$ cat config.mk
export PLATFORM = sky130hd
export DESIGN_NAME = edit_mode_ctrl
export DESIGN_NICKNAME = d
export VERILOG_FILES = /design/src/rtl/edit_mode_ctrl.sv
export SDC_FILE = /design/constraint.sdc
export NUM_CORES = 1
export LEC_CHECK = 0
export CORE_MARGIN = 3
export CORE_UTILIZATION = 38
export CTS_CLUSTER_DIAMETER = 60
export DETAILED_ROUTE_END_ITERATION = 7
export RECOVER_POWER = 100
export SETUP_SLACK_MARGIN = 0.15
export SYNTH_ARGS = -nofsm -noshare
export SYNTH_HDL_FRONTEND = slang
export SYNTH_SLANG_ARGS = --single-unit
$ cat constraint.sdc
create_clock -name clk -period 2.6 [get_ports clk]
set_clock_uncertainty 0.1 [all_clocks]
set_input_delay 0.52 -clock clk [delete_from_list [all_inputs] [get_ports clk]]
set_output_delay 0.52 -clock clk [all_outputs]
set_load 0.01 [all_outputs]
$ cat src/rtl/edit_mode_ctrl.sv
// edit_mode_ctrl: keyboard editing sequencer for the clock/calendar counters.
// Filters PS/2 prefix bytes, tracks date/time edit mode and the active field,
// and drives the en/estado/Cambio bus plus commit/abort strobes.
module edit_mode_ctrl #(
    parameter logic [7:0]  K_UP    = 8'h73,
    parameter logic [7:0]  K_DOWN  = 8'h72,
    parameter logic [7:0]  K_RIGHT = 8'h74,
    parameter logic [7:0]  K_LEFT  = 8'h6B,
    parameter logic [7:0]  K_DATE  = 8'h05,
    parameter logic [7:0]  K_TIME  = 8'h06,
    parameter logic [7:0]  K_ENTER = 8'h5A,
    parameter logic [7:0]  K_ESC   = 8'h76,
    parameter logic [7:0]  F_DIA   = 8'h7C,
    parameter logic [7:0]  F_MES   = 8'h7D,
    parameter logic [7:0]  F_ANO   = 8'h7E,
    parameter logic [7:0]  F_HORA  = 8'h7A,
    parameter logic [7:0]  F_MIN   = 8'h79,
    parameter logic [7:0]  F_SEG   = 8'h78,
    parameter logic [31:0] TO_CYC  = 32'd500_000_000
) (
    input  logic       clk,
    input  logic       rst,
    input  logic       got_data,
    input  logic [7:0] scancode,
    output logic [1:0] en,
    output logic [7:0] estado,
    output logic [7:0] Cambio,
    output logic       key_stb,
    output logic       commit,
    output logic       abort
);

    typedef enum logic [1:0] {
        RUN    = 2'd0,
        EDIT_D = 2'd1,
        EDIT_T = 2'd2
    } state_t;

    localparam logic [7:0] PFX_BRK = 8'hF0;
    localparam logic [7:0] PFX_EXT = 8'hE0;

    state_t      state, state_nx;
    logic [1:0]  field, field_nx;
    logic [31:0] to_cnt, to_nx;
    logic        brk, brk_nx;
    logic        ext, ext_nx;
    logic        make_vld;
    logic [7:0]  cambio_nx;
    logic        key_stb_nx, commit_nx, abort_nx;
    logic [1:0]  en_nx;
    logic [7:0]  estado_nx;

    // State register and registered outputs; reset drops straight back to RUN with no pulses
    always_ff @(posedge clk or negedge rst) begin
        if (!rst) begin
            state   <= RUN;
            field   <= 2'd0;
            to_cnt  <= 32'd0;
            brk     <= 1'b0;
            ext     <= 1'b0;
            en      <= 2'd0;
            estado  <= 8'h00;
            Cambio  <= 8'h00;
            key_stb <= 1'b0;
            commit  <= 1'b0;
            abort   <= 1'b0;
        end else begin
            state   <= state_nx;
            field   <= field_nx;
            to_cnt  <= to_nx;
            brk     <= brk_nx;
            ext     <= ext_nx;
            en      <= en_nx;
            estado  <= estado_nx;
            Cambio  <= cambio_nx;
            key_stb <= key_stb_nx;
            commit  <= commit_nx;
            abort   <= abort_nx;
        end
    end

    // Next-state logic: prefix filtering, key decode, field stepping and inactivity timeout
    always_comb begin
        state_nx   = state;
        field_nx   = field;
        to_nx      = to_cnt;
        brk_nx     = brk;
        ext_nx     = ext;
        make_vld   = 1'b0;
        cambio_nx  = Cambio;
        key_stb_nx = 1'b0;
        commit_nx  = 1'b0;
        abort_nx   = 1'b0;

        if (got_data) begin
            if (brk) begin
                brk_nx = 1'b0;
                ext_nx = 1'b0;
            end else if (scancode == PFX_BRK) begin
                brk_nx = 1'b1;
            end else if (scancode == PFX_EXT) begin
                ext_nx = 1'b1;
            end else begin
                make_vld = 1'b1;
                ext_nx   = 1'b0;
            end
        end

        if (state == RUN) begin
            to_nx = 32'd0;
            if (make_vld) begin
                if (scancode == K_DATE) begin
                    state_nx = EDIT_D;
                    field_nx = 2'd0;
                end else if (scancode == K_TIME) begin
                    state_nx = EDIT_T;
                    field_nx = 2'd0;
                end
            end
        end else if (make_vld) begin
            to_nx = 32'd0;
            if (scancode == K_RIGHT) begin
                field_nx = (field == 2'd2) ? 2'd0 : field + 2'd1;
            end else if (scancode == K_LEFT) begin
                field_nx = (field == 2'd0) ? 2'd2 : field - 2'd1;
            end else if (scancode == K_UP || scancode == K_DOWN) begin
                cambio_nx  = scancode;
                key_stb_nx = 1'b1;
            end else if (scancode == K_ENTER) begin
                commit_nx = 1'b1;
                state_nx  = RUN;
                field_nx  = 2'd0;
            end else if (scancode == K_ESC) begin
                abort_nx = 1'b1;
                state_nx = RUN;
                field_nx = 2'd0;
            end else if (scancode == K_DATE) begin
                state_nx = EDIT_D;
                field_nx = 2'd0;
            end else if (scancode == K_TIME) begin
                state_nx = EDIT_T;
                field_nx = 2'd0;
            end
        end else if (TO_CYC != 32'd0 && to_cnt == TO_CYC - 32'd1) begin
            abort_nx = 1'b1;
            state_nx = RUN;
            field_nx = 2'd0;
            to_nx    = 32'd0;
        end else begin
            to_nx = to_cnt + 32'd1;
        end
    end

    // Output decode: mode and field code derived from the next state so they update together
    always_comb begin
        en_nx     = 2'd0;
        estado_nx = 8'h00;
        case (state_nx)
            EDIT_D: begin
                en_nx = 2'd1;
                case (field_nx)
                    2'd0:    estado_nx = F_DIA;
                    2'd1:    estado_nx = F_MES;
                    default: estado_nx = F_ANO;
                endcase
            end
            EDIT_T: begin
                en_nx = 2'd2;
                case (field_nx)
                    2'd0:    estado_nx = F_HORA;
                    2'd1:    estado_nx = F_MIN;
                    default: estado_nx = F_SEG;
                endcase
            end
            default: begin
                en_nx     = 2'd0;
                estado_nx = 8'h00;
            end
        endcase
    end

endmodule

==> summary by stage, run 1 <==
Die
In this run the count of I/O pins placed on the die edge is 32. The floorplan row count is 32. The core region is 0.00781 mm^2.

The floorplan step set the die width to 96.1 um. The die covers 0.00924 mm^2. For this configuration, the core starts out at a cell density of 39.5%. The height of the die is 96.1 um.

STA
The pin slew with the least headroom to its limit is 1090 ps. The clock period could shrink to 2460 ps. Hold is met by 274 ps. The final worst-path setup slack is 144 ps. The total negative setup slack is 0 ps. The count of endpoints failing hold in the final timing report is 0. The number of max-slew violations in the final report is 0. Of the available clock period, the critical path in the final layout requires 94.5%.

Setup repair after global routing could not meet its margin everywhere. The total setup violations reported at the end of the flow is 0. The fmax is 407 MHz.

The worst slew margin relative to its limit is 27.0%.

Yosys
The number of nets in the synthesized netlist is 311. For this run, the leading register cell type out of synthesis is dfrtp_1. The cell count after synthesis is 293.

The unique cell type count in the Yosys netlist is 57. After synthesis the netlist holds a flip-flop and latch count of 53. The count of flip-flops with a built-in enable after synthesis is 0. For this run, the number of Yosys warnings is 0. The netlist area before placement is 0.00309 mm^2.

The mean instance size in the synthesized netlist is 10.5 um^2. The sequential area share after synthesis is 43.0%. The share of synthesized registers carrying an async set or reset is 100%.

Critical path
The worst setup path is captured at a flop. Data on the critical path arrives at its endpoint at 2560 ps. The worst setup path is launched from a flop. The endpoint of the worst-slack reg-to-reg timing path is estado[1]$_DFF_PN0_. The cell class contributing the biggest share of worst-path delay is simple AND/OR/NAND/NOR gates. The largest individual stage delay along the critical path comes from the cell dfrtp_1.

Measured in cells, the most critical reg-to-reg path has a length of 8. The worst path buffer plus inverter count is 1. Data on the critical path is required at its endpoint by 2710 ps. The most critical setup path has its endpoint at estado[1]$_DFF_PN0_. Walking the worst path, the cells encountered are nor4bb_2 > nand4_1 > nor4_4 > a21oi_2 > a21o_1 > ha_4 > inv_1 > a32o_1. The critical path runs through a total of 8 cells. The startpoint identified for the worst register-to-register timing path is to_cnt[29]$_DFF_PN0_. The largest fanout on the critical path is 4.

The worst setup path startpoint is to_cnt[29]$_DFF_PN0_. The critical path's largest stage delay is 440 ps. The worst reg-to-reg setup slack is 140 ps.

The critical path class is flop to flop.

Cells and area
Counting the fill cells in the layout gives 744. The layout net count is 374. The number of cells in the finished layout apart from fillers is 459. The total inserted antenna cells is 0. The post-route netlist has 24.6% of its cells at a drive strength greater than 1. The share of the core filled with cells in the final layout is 47.8%. Leaving out fill and tap cells, the most frequent cell in the layout is dfrtp_1.

The post-route cell area is 0.00373 mm^2. The top cell types in the final layout, fill and taps aside, are dfrtp_1, nor2_1, buf_4, xor2_1, dlygate4sd3_1. From synthesis to final layout, the design area changed by 20.8%.

Detailed routing
The mean routed wirelength per cell is 13.8 um. For this block, the routed nets add up to 6340 um of wire. The number of violations reported at the end of detailed-routing iteration 0 is 79. The via density per instance is 4.88. For this run, design rule violations remaining after detail routing come to 0. The count of TritonRoute iterations in the first routing pass is 5. The detail route stage leaves a number of antenna-violating nets equal to 0.

The total number of vias is 2240.

Placement
The instance area at placement is 0.00366 mm^2. The routability congestion estimate is 0.786. The number of cells in the design after placement is 444. The count of buffers added on input and output ports is 30.

Summed over all nets, the half-perimeter wirelength after detailed placement is 4670 um. The worst slack at placement is -514 ps.

Power and ir drop
The combinational share of power is 7.8%. Power spread over the standard cell area amounts to 386 mW/mm^2. Overall power consumption after layout is estimated at 1.44 mW.

The leakage power is 1.69 nW. The clock network is responsible for 34.8% of the overall power. The share of power burned in registers is 57.4%. The worst ir drop on vdd is 0.000203 V.

The internal portion of total power is 1.08 mW. Of the total power, the share spent switching nets is 25.3%. Summed over all nets, the switching power comes to 0.364 mW.

Global route
The initial antenna violation count is 0. The maximum number of pins on one net before global-route repair is 22. The final global-route overflow total is 0. The first global-routing pass estimated 10600 um of wire. In the global route stage, overall resource usage came out at 14.6%.

The via count of the first global-routing pass is 2373.

CTS
After clock tree synthesis, the clock-pin slew on the worst setup and hold paths is 110 ps. The CTS tree is yes. The number of sinks on the clock net is 53. For the worst-skew pair, the clock arrives at the later sink with an insertion delay of 320 ps. The clock tree synthesis step divided the H-tree into 2 levels.

In this run, CTS created clock tree buffers numbering 5. CTS placed an instance of clkbuf_8 at the clock tree root. The clock passes through at most 2 buffers.

Worst hold path
The type of the worst min-delay path is input port to async pin.

Status
The flow ran to the end, and the final reports show no timing, DRC or antenna violations.

Run
Max-cap violations in this run came to 0.
## layer usage
layer,vias up,share of wire [%],GRT usage (%)
li1,1132,-,-
met1,1077,46,18.4
met2,24,50,24.4
met3,7,2.6,2.50
met4,0,1.2,6.28
met5,-,0,0
## kinds of logic (layout without fill, tap and decap cells)
family                     count (synthesis)  after routing  synth area share [%]
DFF                                       53             53                  43.0
muxes                                      1              1                 0.365
xor gates and xnor gates                  29             29                  8.23
AOI/OAI and AO/OA                         35             35                  7.74
adders and majority gates                  7              7                  2.84
buffers and inverters                     27             91                  5.76
other                                      1              1                 0.121
and+or+nand+nor                          140            140                  32.0
## synthesized netlist by cell type, types with 2 or more instances
master / n / area, um^2
nor2_2: 10 / 62.6
or3_1: 3 / 18.8
buf_12: 2 / 40.0
buf_4: 9 / 67.6
o21ai_0: 5 / 25.0
buf_2: 2 / 10.0
o211ai_1: 3 / 22.5
and3b_1: 2 / 17.5
nand4_1: 13 / 81.3
a21oi_1: 12 / 60.1
and4bb_2: 2 / 25.0
nor2b_1: 3 / 18.8
nand2_1: 14 / 52.6
nand3_1: 17 / 85.1
a211oi_1: 2 / 15.0
nor2_1: 14 / 52.6
and2_1: 7 / 43.8
dfrtp_1: 53 / 1330
and3_2: 2 / 15.0
nor3_1: 3 / 15.0
nand2b_1: 6 / 37.5
and4_1: 3 / 26.3
and3_1: 8 / 50.1
ha_1: 7 / 87.6
nor2_4: 20 / 225
xor2_1: 24 / 210
inv_1: 11 / 41.3
xnor2_1: 5 / 43.8
nor3b_2: 2 / 25.0
a21o_1: 2 / 15.0
## worst reg2reg max path: cells and delay by family (launching register included)
family,cells,cell delay [ps]
compound gates,3,570
fa+ha+maj,1,280
buf+inv,1,50
flops,1,440
simple gates,3,910
## worst min-delay path by stage
stage,to,cells past startpoint,start
floorplan,Cambio[0]$_DFFE_PN0P_,0,rst
global placement,Cambio[4]$_DFFE_PN0P_,1,Cambio[4]$_DFFE_PN0P_
detailed placement,Cambio[4]$_DFFE_PN0P_,1,Cambio[4]$_DFFE_PN0P_
CTS,to_cnt[4]$_DFF_PN0_,1,rst
global route,to_cnt[4]$_DFF_PN0_,1,rst
finish,to_cnt[3]$_DFF_PN0_,1,rst
## final cells by class
| cell class | count | area (um^2) | area share [%] |
|---|---|---|---|
| Clock inverter | 3 | 28.8 | 0.772 |
| Clock buffer | 5 | 68.8 | 1.85 |
| Inverter | 12 | 45.0 | 1.21 |
| Timing Repair Buffer | 71 | 569 | 15.3 |
| Sequential cell | 53 | 1330 | 35.6 |
| Multi-Input combinational cell | 213 | 1560 | 41.9 |
| Tap cell | 102 | 128 | 3.42 |
## repair_timing
item,in CTS,in global routing
gates resized for setup,17,15
endpoints found under the hold margin,0,0
endpoints found under the setup margin,5,2
setup buffers,1,6
hold buffers,0,0
gates cloned,0,0
pin swaps,2,14
## flip-flops by register name, summed over array words and instances (netlist names)
register and count:
to_cnt 32, Cambio 8, estado 3, en 2, field 2, state 2, abort 1, brk 1
commit 1, key_stb 1
## power groups by stage
stage / sequential, mW / clock [mW] / combinational (mW)
2_1_floorplan: 0.844 / 0 / 0.0436
3_3_place_gp: 0.843 / 0 / 0.114
3_5_place_dp: 0.843 / 0 / 0.116
4_1_cts: 0.827 / 0.521 / 0.117
5_1_grt: 0.828 / 0.552 / 0.124
6_report: 0.827 / 0.501 / 0.112
(Power assumes the default switching activity.)
==> run 2: changes to the inputs <==
--- a/config.mk
+++ b/config.mk
@@ -5,12 +5,15 @@
 export SDC_FILE = /design/constraint.sdc
 export NUM_CORES = 1
 export LEC_CHECK = 0
+export ABC_AREA = 1
 export CORE_MARGIN = 3
 export CORE_UTILIZATION = 38
 export CTS_CLUSTER_DIAMETER = 60
 export DETAILED_ROUTE_END_ITERATION = 7
+export MAX_ROUTING_LAYER = met4
 export RECOVER_POWER = 100
 export SETUP_SLACK_MARGIN = 0.15
+export SLEW_MARGIN = 20
 export SYNTH_ARGS = -nofsm -noshare
 export SYNTH_HDL_FRONTEND = slang
 export SYNTH_SLANG_ARGS = --single-unit
==> summary by stage, run 2 <==
Die
The height of the die is 96.5 um. The floorplan row count is 32. The floorplan step defined a die boundary enclosing 0.00930 mm^2. The starting density of the core is 39.6%. The number of top-level design ports is 32.

The die is 96.5 um wide. The area of the core region is 0.00785 mm^2.

STA
The worst slew margin relative to its limit is 42.7%. The worst path meets setup with 240 ps of slack. Dividing the final minimum period by the clock period gives 90.8%. The total negative setup slack is 0 ps. Across all hold checks on the routed design, the worst slack comes to 368 ps.

The number of max-slew violations in the final report is 0. Setup violations remaining at the end of the flow were counted as 0. For the pin with the worst max-slew slack, the measured transition is 859 ps. Subtracting the final worst setup slack from the clock period gives 2360 ps. Setup repair after global routing left no endpoint under its margin. The count of endpoints failing hold in the final timing report came to 0. Based on the critical path, the design can be clocked at up to 424 MHz.

Yosys
The number of nets in the synthesized netlist is 439. Summed over all instances, the cell type with the most area after synthesis is dfrtp_1. The Yosys step of the flow raised 0 warnings.

The sequential area share after synthesis is 42.7%. The register bit count reported by yosys is 53. By count the netlist is led by nand2_1, nor2_1, inv_1. After synthesis, the cell types taking the most area are dfrtp_1, nand2_1, nor2_1. The share of synthesized registers carrying an async set or reset is 100%. Summing every instance area after synthesis gives 0.00311 mm^2. nand2_1 is the most common cell in the netlist.

The number of different library cells used by synthesis comes to 37. The top-area cell type share of the netlist area is 42.7%. Each instance of the synthesized netlist takes up on average 7.39 um^2. In this run, synthesis inferred 0 flip-flops with an integrated enable. The predominant post-synthesis flop cell is dfrtp_1. The cell count after synthesis came out at 421.

Cells and area
The fraction of final layout cells with drive strength greater than 1 is 7.99%. The flip-flop count of the largest register, all copies and words added is 32. The multi-input combinational cells in the finished layout cover a total of 0.00147 mm^2. Summing all non-filler instances in the final layout gives an area of 0.00363 mm^2. The layout overhead on the synthesized area is 16.7%. The number of antenna diodes in the final layout is 0.

In the layout the commonest cells are nand2_1, nor2_1, inv_1, dfrtp_1, nand3_1. For this run, the number of standard cells in the final layout without fillers is 565. Leaving out fill and tap cells, the most frequent cell in the layout is nand2_1. The number of filler cells placed in the layout is 819. The layout net count is 480. The area used by sequential logic in the layout is 0.00133 mm^2. The share of the core filled with cells in the final layout is 46.2%. The register bank with the most flops is to_cnt. In the final layout, the registers with the most flip-flops are to_cnt (32), Cambio (8), estado (3).

Status
The run finished with clean final reports.

Detailed routing
After detailed routing, the total wire length is 7170 um. After the first detailed-routing iteration, the DRC count stood at 99. The total number of vias is 2769. In the routed layout, each cell is associated on average with a via count of 4.90. In the final routed layout, each cell accounts on average for 12.7 um. The pre-antenna-repair detailed-routing pass consisted of 4 iterations. The post-route DRC violation count is 0.

The remaining number of nets flagged by the antenna check after routing is 0.

Power and ir drop
For this design the static power due to leakage is 1.71 nW. The analysis attributes to net switching a power of 0.550 mW. The share of power burned in registers is 50.9%. The clock network accounts for 27.7% of the total power.

Cell internal power was estimated by the tool at 1.25 mW. In this run the power density over the cells is 495 mW/mm^2. The switching share of power is 30.6%.

The worst ir drop on vdd is 0.000297 V. The total chip power is 1.80 mW. The combinational share of power is 21.5%.

CTS
The number of buffers on the longest clock path is 2. The number of levels in the clock H-tree is 2. CTS saw 53 sinks. The latest clock arrival within the worst-skew pair is 320 ps. TritonCTS built the clock tree. TritonCTS created 5 clock buffers.

In this run the clock root is driven by a clkbuf_8. Clock-pin slew was measured on the worst setup and hold paths at 110 ps.

Worst hold path
The terminating pin of the worst hold path is Cambio[4]$_DFFE_PN0P_. The launch instance of the worst min-delay path is Cambio[4]$_DFFE_PN0P_. The type of the worst min-delay path is flop to flop.

Counting instances, the worst hold path has a depth of 1.

Global route
Entering global routing, the biggest net connects 30 pins. The via count of the first global-routing pass is 2671. The final global-route overflow total is 0. The first global-routing pass estimated 12400 um of wire. The initial antenna violation count is 0.

The aggregate global-route resource usage is 17.5%.

Placement
The routability congestion estimate is 0.885. The worst slack at placement is 1.16 ps. The number of placed instances, taps included, is 554. Buffers placed on the I/O ports in this run total 30.

The HPWL after detailed placement is 5560 um. Summing all placed instances gives a cell area of 0.00355 mm^2.

Critical path
STA classifies the critical path endpoint as a flop. The data arrival time of the critical path is 2470 ps. The worst register-to-register path ends at estado[0]$_DFF_PN0_. The critical path in this run is classified as input port to flop.

STA puts the critical path data required time at 2710 ps. Counting cells, the worst reg-to-reg path comes to 14. The worst register-to-register path has a setup slack of 320 ps.

The largest fanout on the critical path is 13. The startpoint identified for the worst register-to-register timing path is to_cnt[1]$_DFF_PN0_. The critical path startpoint category is an input port.

Run
The number of violations of the max-capacitance limit is 0.
==> run 2: worst max-delay path, cell delays in order <==
cell             delay (ps)
clkdlybuf4s50_1         530
nor2_1                   90
nand2_1                 120
nor2_1                   50
nor2_1                  220
clkbuf_1                210
nor2_2                   70
nand2_1                 120
clkbuf_2                310
clkbuf_4                210
nor2_1                   30
==> run 2: cells by family (layout without fill, tap and decap cells) <==
group	after synthesis	after routing	share of synthesized area [%]
fa+ha+maj	7	7	2.82
compound gates	46	46	8.21
simple gates	237	237	35.4
other cells	1	1	0.121
flops	53	53	42.7
xor+xnor	5	5	1.41
buf+inv	72	114	9.38
==> run 2: cell type report <==
type / count / area share [%]
Sequential cell: 53 / 36.6
Inverter: 64 / 6.62
Timing Repair Buffer: 42 / 10.2
Tap cell: 102 / 3.52
Clock inverter: 3 / 0.690
Clock buffer: 5 / 1.90
Multi-Input combinational cell: 296 / 40.5
==> run 2: power by group through the flow <==
stage,clock network [mW],logic (mW),registers (mW)
after floorplan,0,0.222,0.944
after global placement,0,0.405,0.932
after detailed placement,0,0.409,0.933
after CTS,0.516,0.412,0.918
after global routing,0.553,0.443,0.924
final,0.497,0.386,0.913
==> run 2: worst max-delay path by stage <==
stage | startpoint | to | slack [ps] | cells after the start
6_report | scancode[1] | to_cnt[6]$_DFF_PN0_ | 240 | 11
5_1_grt | scancode[1] | to_cnt[6]$_DFF_PN0_ | 100 | 11
4_1_cts | to_cnt[0]$_DFF_PN0_ | estado[0]$_DFF_PN0_ | 240 | 14
3_5_place_dp | scancode[5] | estado[0]$_DFF_PN0_ | 1 | 16
3_3_place_gp | scancode[0] | estado[0]$_DFF_PN0_ | 70 | 16
2_1_floorplan | to_cnt[0]$_DFF_PN0_ | estado[0]$_DFF_PN0_ | 580 | 14
==> run 2: timing repair <==
| action | in CTS | in global routing |
|---|---|---|
| setup endpoints to repair | 0 | 2 |
| hold buffers | 1 | 0 |
| hold endpoints to repair | 8 | 0 |
| buffers inserted | 0 | 2 |
| resized for setup | 0 | 1 |
==> run 2: metal layers <==
layer  GRT usage, %  vias up  wire length [um]
met5              -        -                 0
met4           4.67        0                97
met3           2.71        7               250
met2           26.2       42              3180
met1           24.8     1292              3650
li1               -     1428                 -
==> run 3: changes to the inputs <==
--- a/config.mk
+++ b/config.mk
@@ -6,7 +6,8 @@
 export NUM_CORES = 1
 export LEC_CHECK = 0
 export ABC_AREA = 1
-export CORE_MARGIN = 3
+export CAP_MARGIN = 20
+export CORE_MARGIN = 5
 export CORE_UTILIZATION = 38
 export CTS_CLUSTER_DIAMETER = 60
 export DETAILED_ROUTE_END_ITERATION = 7
==> summary by stage, run 3 (synthesized netlist as in run 2, its figures left out) <==
Global route
The via count of the first global-routing pass is 2691. The first global-routing pass estimated 12400 um of wire. After global routing the overflow that remains totals 0.

The initial antenna violation count is 0. The maximum number of pins on one net before global-route repair is 31. The aggregate global-route resource usage is 15.3%.

Power and ir drop
In this run the power density over the cells is 498 mW/mm^2. Summed over all cells, the static leakage comes to 1.72 nW. The worst ir drop on vdd is 0.000239 V.

STA
Timing would allow up to 437 MHz. For the pin with the worst max-slew slack, the measured transition is 1130 ps. The worst pin sits at a relative slew slack of 24.4%. The number of max-slew violations in the final report is 0.

The count of endpoints failing hold in the final timing report is 0. Final hold analysis gives a worst-case slack of 372 ps. Setup repair after global routing left no endpoint under its margin. Dividing the final minimum period by the clock period gives 88.1%. Setup slack on the critical path of the routed design comes to 310 ps.

For the final routed database, the setup TNS stands at 0 ps. Setup violations remaining at the end of the flow were counted as 0. The smallest clock period supported by the final layout is computed as 2290 ps.

CTS
The latest clock arrival within the worst-skew pair is 310 ps. The clock passes through at most 2 buffers. The clock tree synthesis step divided the H-tree into 2 levels. For this design, the sink count on the clock tree is 53. TritonCTS built the clock tree. Counting the buffers created by CTS gives 5. The clock-pin slew on the worst setup and hold paths is 90 ps. The root buffer cell chosen for the clock tree is clkbuf_8.

Detailed routing
In the routed layout, each cell is associated on average with a via count of 4.91. After detailed routing, the number of remaining DRC violations is 0. The post-detailed-routing wire length is 7070 um. The routed layout has 2772 vias. The first TritonRoute pass finished after 4 iterations. The mean routed wirelength per cell is 12.5 um. In this run the remaining antenna-violating nets after routing total 0. The detailed router finished its first iteration with 147 violations.

Die
The overall die area is 0.0101 mm^2. The number of top-level design ports is 32. After floorplanning, the core was sized to cover 0.00809 mm^2. The die width is 100 um.

In this run the vertical extent of the chip is 100 um. The floorplan row count is 33. The starting density of the core is 38.4%.

Cells and area
Excluding fillers, the count of instances in the completed layout stands at 564. Counting flops per register, the top entry is to_cnt. Leaving out fill and tap cells, the most frequent cells in the layout are nand2_1, nor2_1, inv_1, dfrtp_1, nand3_1. The library cell used most frequently in the layout, excluding fill and tap cells, is nand2_1. In the final layout, the share of cells above drive strength 1 is 8.28%. The register with the most flip-flops in the layout has 32 of them. 0 antenna diodes ended up in the layout. In the final layout, the registers with the most flip-flops are to_cnt (32), Cambio (8), estado (3).

The share of the core filled with cells in the final layout is 44.9%. The layout net count is 476. Relative to the synthesized area, the layout overhead comes to 16.7%.

Placement
Buffers placed on the I/O ports in this run total 30. Routability-driven placement finished with a final weighted congestion of 0.878. The wire-length estimate of the detail-placed layout is 5510 um. Counting tap cells, the placed design contains a total of 554 instances. Timing analysis after detailed placement gives a worst setup slack of 18.8 ps.

Status
The run finished with clean final reports.

Run
Across the run, the number of max-cap violations was 0.

Critical path
The critical path capture point type is a flop. The critical path class is flop to flop. The largest fanout on the critical path is 4. The data arrival time of the critical path is 2430 ps. The required time reported for the critical path endpoint is 2740 ps.

The critical path startpoint category is a flop.

Worst hold path
In this run the worst hold path is classified as flop to flop.
==> run 3: what timing repair did <==
| action | 4_1_cts | 5_1_grt |
|---|---|---|
| hold endpoints to repair | 2 | 0 |
| hold buffers | 1 | 0 |
| gates resized for setup | 0 | 3 |
| setup endpoints to repair | 0 | 2 |
| setup buffers | 0 | 1 |
==> run 3: area by class of cell <==
type	instances	area, um^2
Multi-Input combinational cell	296	1480
Inverter	64	240
Timing Repair Buffer	38	349
Clock inverter	1	5.00
Clock buffer	7	96.3
Tap cell	105	131
Sequential cell	53	1330
Fill cell	838	4460
==> run 3: power breakdown <==
part | switching [mW] | internal [mW] | leakage, nW | total [mW]
combinational | 0.214 | 0.169 | 0.956 | 0.383
clock | 0.268 | 0.241 | 0.0542 | 0.510
sequential | 0.0388 | 0.878 | 0.710 | 0.917
==> run 3: path summary, 6_finish.rpt <==
path	start	endpoint	slack [ps]	cells after the start
max in group asynchronous	rst	abort$_DFF_PN0_	670	3
min	Cambio[6]$_DFFE_PN0P_	Cambio[6]$_DFFE_PN0P_	370	1
min reg2reg	Cambio[6]$_DFFE_PN0P_	Cambio[6]$_DFFE_PN0P_	370	1
max	to_cnt[1]$_DFF_PN0_	estado[0]$_DFF_PN0_	310	14
min in group asynchronous	rst	to_cnt[17]$_DFF_PN0_	440	2
max reg2reg	to_cnt[1]$_DFF_PN0_	estado[0]$_DFF_PN0_	310	14
==> run 3: routing by layer <==
layer	wire length, um	vias to the layer above	global-route usage (%)	part of all wire [%]
met2	3250	64	23.7	46
met1	3390	1280	20.7	48
li1	-	1418	-	-
met3	308	10	2.42	4.4
met5	0	-	-	0
met4	112	0	4.56	1.6
==> run 3: through the flow <==
| stage | cell area (um^2) | total power, mW |
|---|---|---|
| final | 3630 | 1.81 |
| after global routing | 3630 | 1.92 |
| after CTS | 3640 | 1.86 |
| after detailed placement | 3530 | 1.35 |
| after global placement | 3530 | 1.34 |
| after floorplan | 3110 | 1.17 |
==> run 3: critical path: stages, from the launching register on <==
cell     delay, ps
dfrtp_1        380
ha_1           180
nand2_2         80
nor2_4         140
nand2_4        100
inv_1          100
nand3_1         90
nor2_1         210
o21ai_0        110
nand2_1        100
inv_1           80
ha_1           300
nor2_1         110
nand2_1         60
nor2_1          90
